$ cat config.mk
export PLATFORM = sky130hd
export DESIGN_NAME = kernel_fetch
export DESIGN_NICKNAME = d
export VERILOG_FILES = /design/src/rtl/kernel_pkg.sv /design/src/rtl/kernel_fetch.sv
export SDC_FILE = /design/constraint.sdc
export NUM_CORES = 1
export LEC_CHECK = 0
export CORE_MARGIN = 2
export CORE_UTILIZATION = 54
export DETAILED_ROUTE_END_ITERATION = 10
export GPL_TIMING_DRIVEN = 0
export PLACE_DENSITY = 0.86
export REMOVE_ABC_BUFFERS = 1
export SLEW_MARGIN = 20
export SYNTH_ARGS = -nofsm -noshare
export SYNTH_HDL_FRONTEND = slang
export SYNTH_SLANG_ARGS = --single-unit
$ cat constraint.sdc
create_clock -name clk -period 6.4 [get_ports clk]
set_input_delay 0.64 -clock clk [delete_from_list [all_inputs] [get_ports clk]]
set_output_delay 0.64 -clock clk [all_outputs]
set_load 0.1 [all_outputs]
$ cat src/rtl/kernel_pkg.sv
// kernel_pkg: kernel-fetch sizing constants, FSM state and coefficient word type
package kernel_pkg;
    localparam int DATA_W      = 24;
    localparam int ADDR_W      = 24;
    localparam int KERNEL_SIZE = 9;
    localparam int NUM_KERNELS = 3;
    typedef logic [DATA_W-1:0] kword_t;
    typedef enum logic [1:0] {IDLE, FETCH, HOLD} kf_state_e;
endpackage

$ cat src/rtl/kernel_fetch.sv
// kernel_fetch: reads one kernel word-by-word from data memory and holds it under valid/ready
module kernel_fetch #(
    parameter int DATA_W      = kernel_pkg::DATA_W,
    parameter int ADDR_W      = kernel_pkg::ADDR_W,
    parameter int KERNEL_SIZE = kernel_pkg::KERNEL_SIZE,
    parameter int NUM_KERNELS = kernel_pkg::NUM_KERNELS
) (
    input  logic                          clk,
    input  logic                          rst_n,
    input  logic                          start,
    input  logic [1:0]                    kernel_sel,
    output logic [ADDR_W-1:0]             mem_a,
    output logic                          mem_we,
    input  logic [DATA_W-1:0]             mem_rd,
    output logic [KERNEL_SIZE*DATA_W-1:0] kernel_out,
    output logic                          valid,
    input  logic                          ready,
    output logic                          busy,
    output logic                          sel_err
);
    import kernel_pkg::*;
    localparam int IDX_W = $clog2(KERNEL_SIZE);
    kf_state_e                     state_q, state_d;
    logic [IDX_W-1:0]              idx_q, idx_d;
    logic [ADDR_W-1:0]             base_q, base_d;
    logic [KERNEL_SIZE*DATA_W-1:0] kernel_q, kernel_d;
    logic                          sel_ok, take, accept, last;
    assign sel_ok = int'(kernel_sel) < NUM_KERNELS;
    assign take   = (state_q == IDLE) || (state_q == HOLD && ready);
    assign accept = start && sel_ok && take;
    assign last   = idx_q == IDX_W'(KERNEL_SIZE - 1);
    // State register
    always_ff @(posedge clk or negedge rst_n) begin
        if (!rst_n) state_q <= IDLE;
        else        state_q <= state_d;
    end
    // Next state: an accepted start always wins, including back-to-back from HOLD
    always_comb begin
        state_d = accept                         ? FETCH :
                  (state_q == FETCH && last)     ? HOLD  :
                  (state_q == HOLD && ready)     ? IDLE  : state_q;
    end
    // Outputs: address only driven while fetching, kernel register exported as-is
    always_comb begin
        busy    = state_q == FETCH;
        valid   = state_q == HOLD;
        mem_a   = (state_q == FETCH) ? base_q + ADDR_W'(idx_q) : '0;
        sel_err = start && !sel_ok && take;
    end
    assign mem_we     = 1'b0;
    assign kernel_out = kernel_q;
    // Datapath next state: latch base on accept, capture one word per FETCH cycle
    always_comb begin
        idx_d    = idx_q;
        base_d   = base_q;
        kernel_d = kernel_q;
        if (accept) begin
            idx_d  = '0;
            base_d = ADDR_W'(kernel_sel) * ADDR_W'(KERNEL_SIZE);
        end else if (state_q == FETCH) begin
            kernel_d[DATA_W*int'(idx_q) +: DATA_W] = mem_rd;
            idx_d = last ? '0 : idx_q + IDX_W'(1);
        end
    end
    // Datapath registers; reset discards any partially fetched kernel
    always_ff @(posedge clk or negedge rst_n) begin
        if (!rst_n) begin
            idx_q    <= '0;
            base_q   <= '0;
            kernel_q <= '0;
        end else begin
            idx_q    <= idx_d;
            base_q   <= base_d;
            kernel_q <= kernel_d;
        end
    end
endmodule

==> metrics.md <==
| Metric | Value |
|---|---|
| Routed length per instance | `roughly 22 µm` |
| Rows | `52` |
| Synth unique cells | `61` |
| Mapped Cells | `937` |
| Initial antenna violation count | `0` |
| Critical path endpoint category | `flip-flop` |
| Post-layout util | `0.727` |
| P&R area growth vs syn | `32.1%` |
| Largest net degree at the start of global routing | `103` |
| Die X | `148 µm` |
| EDFF count, synth | `0` |
| Clock latency on the worst-skew pair | `between 0.5 and 0.6 ns` |
| Critical Path, Cell by Cell | `clkinv_1 -> fa_1 -> xnor2_1 -> and2_1 -> a21boi_0 -> ha_1 -> nor3b_2 -> o21ai_0 -> a21oi_4 -> mux2_2` |
| Levels on crit path | `10` |
| CTS tree | `built` |
| Setup violations, final | `0` |
| Ys async rst share | `1.00` |
| Most frequent cells in the layout | `253 x clkdlybuf4s50_1, 223 x dfrtp_1, 188 x mux2_2, 66 x nor2_1, 54 x nand2_1` |
| Syn avg cell area | `11.9 µm²` |
| Resize count post-CTS | `0` |
| Die height | `148 µm` |
| Slew Limit Fails | `0` |
| WL final | `between 30 and 40 mm` |
| Max-cap violations | `0` |
| Outcome | `finished clean` |
| CTS Buffer Depth | `3` |
| Placed cells | `1,415` |
| Reg2reg end | `kernel_out[146]` |
| Total track usage | `0.293` |
| TritonCTS buffer count | `24` |
| Post-CTS Setup Repair Bufs | `0` |
| CP required | `between 6 and 7 ns` |
| Tcrit/Tclk final | `0.920` |
| CTS clk-pin slew, worst paths | `0.06 ns` |
| Synth warn | `0` |
| Post-DP HPWL | `approximately 22 mm` |
| CP Class | `flip-flop to flip-flop` |
| CTS sink cnt | `224` |
| # IOs | `274` |
| Area after DPL | `13,900 µm²` |
| Critical path capture point | `kernel_out[146]` |
| First-pass GRT wire length | `49.8 mm` |
| Predominant post-synthesis flop cell | `dfrtp_1` |
| Worst-Margin Slew | `1.09 ns` |
| Core area | `20,200 µm²` |
| Worst r2r src | `idx_q[2]` |
| Synthesized area | `roughly 11,000 µm²` |
| Die area | `21,800 µm²` |
| Crit path DAT | `6.28 ns` |
| Final instance area | `14,700 µm²` |
| DRT iter0 DRCs | `~550` |
| Antenna viol nets, final | `0` |
| Non-Filler Instances | `1,457` |
| Hold Path Class | `flip-flop to flip-flop` |
| Commonest non-fill, non-tap cell in the layout | `clkdlybuf4s50_1` |
| Global route overflow | `0` |
| Post-CTS Hold Fix Bufs | `1` |
| Min Hold Slack | `0.481 ns` |
| Flops & latches, synth | `224` |
| Final Hold Fails | `0` |
| # diodes | `0` |
| H-tree levels | `1` |
| CP Max Fanout | `20` |
| Max_slew headroom | `0.270` |
| Fmax | `between 150 and 200 MHz` |
| Nets | `1,214` |
| Min-Delay Path Depth | `2` |
| Share of post-route cells with drive strength above 1 | `0.227` |
| FF-to-FF setup slack | `0.51 ns` |
| Worst path bufs/invs | `1` |
| RSZ-0062 raised after global routing | `false` |
| DR vias | `between 8,000 and 9,000` |
| Critical path's slowest cell | `xnor2_1` |
| Root buf cell | `clkbuf_16` |
| Type of origin of the critical path | `flip-flop` |
| Crit-path leading delay family | `compound AO/OA/AOI/OAI gates` |
| Seq/Total Area, Yosys | `0.504` |
| Setup crit start | `idx_q[2]` |
| Fin Clk Skew | `0.0176 ns` |
| DR pass1 iterations | `6` |
| DR DRC count | `0` |
| Number of global-route vias before repair | `8,631` |
| Via density per instance | `5.88` |
| Final Critical Period | `5.89 ns` |
| GP Congestion | `roughly 1` |
| CP max stage delay | `0.90 ns` |
| Port Buffers | `254` |
| R2R depth | `10` |
| Initial Util | `0.550` |
-- state kept, by name, indices dropped and copies added (netlist names) --
| register | count |
|---|---|
| state_q | 2 |
| base_q | 2 |
| kernel_out | 216 |
| idx_q | 4 |
-- synthesized netlist by cell type (3+ instances only) --
| cell type | instances | area share |
|---|---|---|
| buf_2 | 18 | 0.0081 |
| and3_1 | 3 | 0.0017 |
| o21ai_0 | 42 | 0.019 |
| clkbuf_1 | 22 | 0.0074 |
| mux2_4 | 8 | 0.011 |
| nor2_1 | 66 | 0.022 |
| nor2b_1 | 5 | 0.0028 |
| dfrtp_1 | 224 | 0.50 |
| nand2_1 | 54 | 0.018 |
| a31oi_1 | 10 | 0.0056 |
| nand3_1 | 29 | 0.013 |
| mux2_2 | 188 | 0.19 |
| a21oi_1 | 30 | 0.013 |
| o2bb2ai_1 | 8 | 0.0063 |
| mux2_1 | 16 | 0.016 |
| inv_1 | 14 | 0.0047 |
| nand2b_1 | 20 | 0.011 |
| o31ai_1 | 12 | 0.0081 |
| and2_1 | 7 | 0.0039 |
| a21boi_0 | 6 | 0.0040 |
| buf_4 | 21 | 0.014 |
| buf_1 | 7 | 0.0024 |
| a22o_1 | 26 | 0.020 |
| xnor2_1 | 6 | 0.0047 |
| mux2i_1 | 25 | 0.022 |
| nor2_2 | 8 | 0.0045 |
| a32oi_1 | 10 | 0.0079 |
| ha_1 | 10 | 0.011 |
-- kinds of logic after synthesis --
logic type	Yosys count	share of synthesized area
compound gates	160	0.103
fa+ha+maj	12	0.0148
xor+xnor	9	0.00776
mux	238	0.242
simple gates	209	0.0906
buf+inv	84	0.0381
flops	224	0.504
other cells	1	0.000337
-- routing by layer --
| metal | vias up | GRT usage | routed length [µm] |
|---|---|---|---|
| met5 | - | 0 | 0 |
| met4 | 0 | 0.0875 | 753 |
| met3 | 73 | 0.0787 | 3150 |
| met2 | 441 | 0.473 | 15300 |
| met1 | 4253 | 0.390 | 12900 |
| li1 | 3794 | - | - |
-- worst min path at each step --
stage | startpoint | end | slack (ns)
final | kernel_out[2] | kernel_out[2] | 0.48
after global placement | kernel_out[3] | kernel_out[3] | 0.46
after floorplan | rst_n | base_q[3] | 0.34
after CTS | kernel_out[4] | kernel_out[4] | 0.48
after global routing | kernel_out[165] | kernel_out[165] | 0.51
after detailed placement | kernel_out[4] | kernel_out[4] | 0.47
-- worst register-to-register path, cell delays in order (launching register included) --
cell      delay [ns]
dfrtp_1         0.85
clkinv_1        0.53
fa_1            0.65
xnor2_1         0.90
and2_1          0.34
a21boi_0        0.29
ha_1            0.30
nor3b_2         0.64
o21ai_0         0.47
a21oi_4         0.40
mux2_2          0.39
-- final cells by class --
type,count,area [µm²]
inverter,15,56.3
timing repair buffer,260,2670
multi-input combinational,647,5200
sequential,224,5610
clock inverter,7,124
tap,270,338
clock buffer,34,708
fill,1381,5530
-- metrics by stage --
step	setup TNS [ns]	setup slack (ns)
6_report	0	0.511
5_1_grt	0	0.199
3_3_place_gp	-1125.05	-4.39
4_1_cts	0	0.655
3_5_place_dp	0	0.664
2_1_floorplan	0	0.734
Power is left out: the tool's default activity adds up to more than one toggle a clock period on the data nets, which glitch-free logic cannot reach.
